**src/rtl/tick_ctrl.sv**
```systemverilog
// Game-tick controller: turns the divided source square wave into single-cycle
// tick pulses, with run/pause/step control, an optional tick budget and a core handshake.
module tick_ctrl #(
  parameter int unsigned CNT_W    = 32,
  parameter int unsigned BUDGET_W = 16,
  parameter int unsigned OVR_W    = 8
) (
  input  logic                clk_in,
  input  logic                reset,
  input  logic                tick_src,
  input  logic                cmd_run,
  input  logic                cmd_pause,
  input  logic                cmd_step,
  input  logic                budget_en,
  input  logic [BUDGET_W-1:0] budget,
  input  logic                core_done,
  output logic                tick,
  output logic                running,
  output logic                waiting,
  output logic                halted,
  output logic [CNT_W-1:0]    tick_count,
  output logic [OVR_W-1:0]    overrun
);

  typedef enum logic [1:0] {StIdle, StRun, StWait} state_e;

  state_e              state_q, state_d;
  logic                s1_q, s2_q, s3_q;
  logic                src_edge;
  logic                tick_q, tick_d;
  logic                running_q, running_d;
  logic                waiting_q, waiting_d;
  logic                halted_q, halted_d;
  logic                step_mode_q, step_mode_d;
  logic                pause_pending_q, pause_pending_d;
  logic                budgeted_q, budgeted_d;
  logic [BUDGET_W-1:0] remaining_q, remaining_d;
  logic [CNT_W-1:0]    tick_count_q, tick_count_d;
  logic [OVR_W-1:0]    overrun_q, overrun_d;

  // tick_src is asynchronous data: two-flop synchronizer plus a history flop for rise detect
  assign src_edge = s2_q & ~s3_q;

  always_comb begin
    state_d         = state_q;
    tick_d          = 1'b0;
    halted_d        = 1'b0;
    step_mode_d     = step_mode_q;
    pause_pending_d = pause_pending_q;
    budgeted_d      = budgeted_q;
    remaining_d     = remaining_q;
    tick_count_d    = tick_count_q;
    overrun_d       = overrun_q;

    unique case (state_q)
      StIdle: begin
        // Pause outranks step and run, so a concurrent pause swallows both
        if (cmd_pause) begin
          state_d = StIdle;
        end else if (cmd_step) begin
          tick_d      = 1'b1;
          step_mode_d = 1'b1;
          budgeted_d  = 1'b0;
          state_d     = StWait;
        end else if (cmd_run && !(budget_en && (budget == '0))) begin
          budgeted_d  = budget_en;
          remaining_d = budget;
          overrun_d   = '0;
          step_mode_d = 1'b0;
          state_d     = StRun;
        end
      end
      StRun: begin
        if (cmd_pause) begin
          state_d = StIdle;
        end else if (src_edge) begin
          tick_d  = 1'b1;
          state_d = StWait;
        end
      end
      StWait: begin
        if (cmd_pause) pause_pending_d = 1'b1;
        if (core_done) begin
          if (step_mode_q || pause_pending_q || cmd_pause) begin
            step_mode_d     = 1'b0;
            pause_pending_d = 1'b0;
            state_d         = StIdle;
          end else if (budgeted_q && (remaining_q == '0)) begin
            halted_d = 1'b1;
            state_d  = StIdle;
          end else if (src_edge) begin
            tick_d = 1'b1;
          end else begin
            state_d = StRun;
          end
        end else if (src_edge && (overrun_q != '1)) begin
          overrun_d = overrun_q + OVR_W'(1);
        end
      end
      default: state_d = StIdle;
    endcase

    if (tick_d) begin
      tick_count_d = tick_count_q + CNT_W'(1);
      if (budgeted_d) remaining_d = remaining_q - BUDGET_W'(1);
    end

    // Status flags are registered, decoded from the state and mode being entered
    running_d = (state_d == StRun) || ((state_d == StWait) && !step_mode_d);
    waiting_d = (state_d == StWait);
  end

  always_ff @(posedge clk_in or posedge reset) begin
    if (reset) begin
      state_q         <= StIdle;
      s1_q            <= 1'b0;
      s2_q            <= 1'b0;
      s3_q            <= 1'b0;
      tick_q          <= 1'b0;
      running_q       <= 1'b0;
      waiting_q       <= 1'b0;
      halted_q        <= 1'b0;
      step_mode_q     <= 1'b0;
      pause_pending_q <= 1'b0;
      budgeted_q      <= 1'b0;
      remaining_q     <= '0;
      tick_count_q    <= '0;
      overrun_q       <= '0;
    end else begin
      state_q         <= state_d;
      s1_q            <= tick_src;
      s2_q            <= s1_q;
      s3_q            <= s2_q;
      tick_q          <= tick_d;
      running_q       <= running_d;
      waiting_q       <= waiting_d;
      halted_q        <= halted_d;
      step_mode_q     <= step_mode_d;
      pause_pending_q <= pause_pending_d;
      budgeted_q      <= budgeted_d;
      remaining_q     <= remaining_d;
      tick_count_q    <= tick_count_d;
      overrun_q       <= overrun_d;
    end
  end

  assign tick       = tick_q;
  assign running    = running_q;
  assign waiting    = waiting_q;
  assign halted     = halted_q;
  assign tick_count = tick_count_q;
  assign overrun    = overrun_q;

endmodule
```
**config.mk**
```make
export PLATFORM = sky130hd
export DESIGN_NAME = tick_ctrl
export DESIGN_NICKNAME = d
export VERILOG_FILES = /design/src/rtl/tick_ctrl.sv
export SDC_FILE = /design/constraint.sdc
export NUM_CORES = 1
export LEC_CHECK = 0
export ABC_AREA = 0
export CAP_MARGIN = 20
export CORE_MARGIN = 2
export CORE_UTILIZATION = 35
export DETAILED_ROUTE_END_ITERATION = 10
export SLEW_MARGIN = 40
export SYNTH_ARGS = -nofsm -noshare
export SYNTH_HDL_FRONTEND = slang
export SYNTH_SLANG_ARGS = --single-unit
```
**constraint.sdc**
```tcl
create_clock -name clk_in -period 2.3 [get_ports clk_in]
set_input_delay 0.345 -clock clk_in [delete_from_list [all_inputs] [get_ports clk_in]]
set_output_delay 0.345 -clock clk_in [all_outputs]
set_load 0.1 [all_outputs]
```
== Word-level counts from Yosys, hierarchy flattened ==
Cells that the tools add are included.

* Add/sub/neg operators: 3
* Equal/unequal tests: 10
* Muxes and demuxes: 47
* Bitwise operators: 2
* Reduce and logical (&&, ||, !) cells: 15

{| class="wikitable"
|+ Operator list
! kind !! number
|-
| $mux W16 || 6
|-
| $mux W8 || 5
|-
| $add A32 B1 Y32 const B || 1
|-
| $logic_not A16 Y1 || 2
|-
| $mux W1 || 23
|-
| $mux W2 || 9
|-
| $pmux W8 S2 || 1
|-
| $sub A16 B1 Y16 const B || 1
|-
| $ne A2 B2 Y1 const B || 5
|-
| $add A8 B1 Y8 const B || 1
|-
| $ne A8 B8 Y1 const B || 1
|-
| $pmux W2 S3 || 1
|-
| $reduce_and A6 Y1 || 1
|-
| $logic_and A1 B1 Y1 || 5
|-
| $eq A2 B1 Y1 const B || 2
|-
| $eq A2 B2 Y1 const B || 2
|-
| $logic_or A1 B1 Y1 || 3
|-
| $pmux W1 S3 || 1
|-
| $logic_not A1 Y1 || 2
|-
| $logic_not A2 Y1 || 1
|-
| $pmux W1 S2 || 1
|-
| $reduce_bool A2 Y1 || 1
|-
| $and A1 B1 Y1 || 1
|-
| $not A1 Y1 || 1
|}

* Bits in registers: 68
* Output and inout port bits: 44
* Logic and storage cells: 91

== Logic depth before layout (Yosys ltp) ==
* Depth after elaboration: 11
* Gate-level depth with buffers: 9
* Depth with buffers taken out: 8

== Least setup slack after synthesis ==
Ideal clock, no wire load.

* Path type: register to register
* Start: register tick_count_q[5] (netlist: tick_count[5])
* End: register tick_count_q[22] (netlist: tick_count[22])
* Setup time: 0.163 ns
* Data arrival time: 2.421 ns
* Required time: 2.137 ns
* Setup slack: -0.284 ns
* Stages on the path, launching flop included: 6
* Path buffers: 0
* Clock period less this slack: 2.584 ns
* Cell sequence: dfrtp_1 -> nand4_2 -> nor4_2 -> nand2_1 -> nor4_1 -> xor2_1

* Cells in the longest elaborated chain, start to end: 1

{| class="wikitable"
|+ RTL lines
! what !! line !! RTL
|-
| start: declaration || 38 || <nowiki>logic [CNT_W-1:0] tick_count_q, tick_count_d;</nowiki>
|-
| start signal: assignment || 142 || <nowiki>tick_count_q <= tick_count_d;</nowiki>
|-
| $add A32 B1 Y32 || 104 || <nowiki>tick_count_d = tick_count_q + CNT_W'(1);</nowiki>
|}

Every way passes these cells.
A chain may end at the register's enable or synchronous reset.

== Worst setup path in the final report ==
* Start: register remaining_q[13]
* End: register tick_count_q[11] (netlist: tick_count[11])

* Cells in the longest elaborated chain, start to end: 6

{| class="wikitable"
|+ RTL lines
! what !! line !! RTL
|-
| start: declaration || 37 || <nowiki>logic [BUDGET_W-1:0] remaining_q, remaining_d;</nowiki>
|-
| start signal: assignment || 141 || <nowiki>remaining_q <= remaining_d;</nowiki>
|-
| $logic_not A16 Y1 || 88 || <nowiki>end else if (budgeted_q && (remaining_q == '0)) begin</nowiki>
|-
| $logic_and A1 B1 Y1 || 88 ||
|-
| $mux W1 || 88 ||
|-
| $mux W1 || 84 || <nowiki>if (step_mode_q || pause_pending_q || cmd_pause) begin</nowiki>
|-
| $mux W1 || 83 || <nowiki>if (core_done) begin</nowiki>
|-
| $pmux W1 S3 || 55 || <nowiki>unique case (state_q)</nowiki>
|}

Every way passes these cells.

==> impl_metrics.yaml <==
run_status:
  outcome: "complete, no violations"
timing:
  whs_ps: 352
  finalSetupViolCount: 0
  slew_viol_final: 0
  rsz0062_at_grt: "false"
  fin_skew_ps: 7.36
  maxSlewHeadroom_pct: 52.9
  finalHoldViolCount: 0
  layout_worst_path_cycle_share_pct: 93.6
  fmax_mhz: 465
  worst_slew_pin_slew_ps: 704
  worst_slack_ps: 147
  finalSetupTns_ps: 0
  period_needed_ps: 2150
worst_setup_path:
  endpoint_kind: "flip-flop"
  cp-start-kind: "flip-flop"
  worstPathArrival_ps: 2380
  required_ps: 2530
  crit_fanout: 25
  path_class: "reg -> reg"
cells_and_area:
  antenna_cells: 0
  drive_gt1_share_pct: 32.0
  fin_nets: 514
  design_area_um2: 5020
  n_fill_cell: 967
  synthToLayoutAreaGrowth_pct: 34.3
  utilization_pct: 48.6
  fin_cells: 627
synthesis:
  ys_async_sr_fraction_pct: 100
  syn-num-nets: 402
  syn-mean-instance-area_um2: 9.99
  netlist_instances: 374
  synth_top_area_share_pct: 45.5
  synth.cell_area_um2: 3740
  synthTopCellsByArea: "dfrtp_1, xor2_1, a211oi_1"
  synth-edff-count: 0
  synth_seq_cells: 68
  synth_flop_cell: "dfrtp_1"
  synth_largest_area_cell: "dfrtp_1"
  yosysMostFrequentCell: "dfrtp_1"
  synth_common_cells: "dfrtp_1, nor2_1, nand2_1, xor2_1, a211oi_1"
  ys_warn_count: 0
  ys_types: 59
  yosysSeqAreaShare_pct: 45.5
grt:
  grt_max_degree: 48
  grt_pass1_vias: 3126
  grt_usage_pct: 16.7
  antenna_found_initial: 0
  grt_remaining_overflow: 0
  grt_pass1_wl_um: 15500
placement:
  dp_cells: 611
  placed_area_um2: 4800
  io_buffers: 67
  gp_congestion: 0.848
  dpl_worst_slack_ps: -193
  dp_hpwl_um: 6900
die:
  fp.coreArea_um2: 10300
  initial_core_util_pct: 36.2
  die_w_um: 107
  io-pin-count: 68
  die_h_um: 107
  die_area_um2: 11500
  fp-row-count: 37
power_and_ir_drop:
  finalPower_mw: 4.79
  p_leak_nw: 2.15
  power-per-cell-area_nw_per_um2: 955
  ir_drop_uv: 697
clocking:
  clock_latency_ps: 340
  cts_tree: "built"
  path_clk_slew_ps: 80
  cts_root_buf: "clkbuf_8"
  clock-sinks: 68
  cts_setup_buffers: 0
  h-tree-depth: 3
  cts_buffer_depth: 2
  cts_made_buffers: 9
route:
  drtIter0Drc: 184
  dr_total_vias: 3275
  firstDrtPassIters: 4
  via_per_inst: 5.22
  drtAntennaViolNets: 0
  drc_errors: 0
  drt_wl_total_um: 9270
  post_drt_wl_per_cell_um: 14.8
flow_run:
  timing.max_cap.violations: 0
hold_path:
  hp-class: "reg -> reg"
-- flip-flops by register name, summed over array words and instances, names as in the netlist --
register / count
budgeted_q: 1
halted: 1
overrun: 8
pause_pending_q: 1
remaining_q: 16
running: 1
s1_q: 1
s2_q: 1
s3_q: 1
state_q: 2
step_mode_q: 1
tick: 1
tick_count: 32
waiting: 1
-- kinds of logic (layout without fill, tap and decap cells) --
family,after synthesis,after routing,synth area share [%]
XOR/XNOR,34,34,7.97
AO/OA/AOI/OAI,62,62,12.4
buffers and inverters,26,143,3.55
AND/OR/NAND/NOR,178,178,28.7
adder cells (fa/ha/maj),4,4,1.34
flip-flops,68,68,45.5
multiplexers,2,2,0.536
-- critical path, stage by stage, from the launching register on --
cell and delay (ps):
dfrtp_1 430, nor4_1 460, and4_2 370, o21ba_2 200, buf_12 190, and4bb_2 250
xor2_1 130
-- layout make-up --
| cell class | instances | area [um2] | share of cell area [%] |
|---|---|---|---|
| sequential | 68 | 1710 | 34.2 |
| multi-input combinational | 280 | 1900 | 37.9 |
| timing repair buffer | 117 | 977 | 19.5 |
| tap | 136 | 170 | 3.39 |
| inverter | 10 | 37.5 | 0.748 |
| clock buffer | 9 | 124 | 2.47 |
| clock inverter | 7 | 91.3 | 1.82 |
-- per-layer routing --
metal | share of wire (%) | wire (um) | global-route usage, % | vias to the layer above
met5 | 0 | 0 | 0 | -
met3 | 5.1 | 471 | 3.27 | 4
met2 | 46 | 4250 | 26.7 | 92
met1 | 49 | 4500 | 23.7 | 1588
met4 | 0.53 | 49 | 3.48 | 0
li1 | - | - | - | 1591
-- layout by cell type, fill, tap and decap left out, drive strengths merged, types with 3 or more instances in the layout --
cell and instances:
nor3b 4, buf 94, or3 4, dfrtp 68
nand3 22, clkdlybuf4s50 23, or2 8, nand4 7
o21ai 8, nor3 14, a21o 3, nand3b 4
o211ai 3, o41ai 3, nor4b 7, ha 4
a211oi 23, nor4 20, xor2 29, xnor2 5
and2 3, nand2b 3, clkinv 4, clkbuf 9
nor2 38, a21oi 3, inv 10, nand2 33
-- timing repair --
item / 4_1_cts / 5_1_grt
resized for setup: 0 / 2
setup endpoints to repair: 0 / 3
hold buffers: 0 / 0
-- final timing paths --
path | from | endpoint | slack [ps] | depth (start not counted)
min in group asynchronous | reset | tick_count[20]$_DFFE_PP0P_ | 380 | 3
min reg2reg | s1_q$_DFF_PP0_ | s2_q$_DFF_PP0_ | 350 | 0
max | remaining_q[13]$_DFF_PP0_ | tick_count[11]$_DFFE_PP0P_ | 150 | 6
min | s1_q$_DFF_PP0_ | s2_q$_DFF_PP0_ | 350 | 0
max in group asynchronous | reset | tick_count[13]$_DFFE_PP0P_ | 1660 | 3
max reg2reg | remaining_q[13]$_DFF_PP0_ | tick_count[11]$_DFFE_PP0P_ | 150 | 6
-- where the power goes --
group / internal (mW) / total (mW) / switching [mW]
registers: 1.46 / 1.79 / 0.330
clock network: 0.607 / 1.08 / 0.476
logic: 0.629 / 1.92 / 1.29
total: 2.70 / 4.79 / 2.10
No activity file was read; power rests on OpenSTA's default activity.
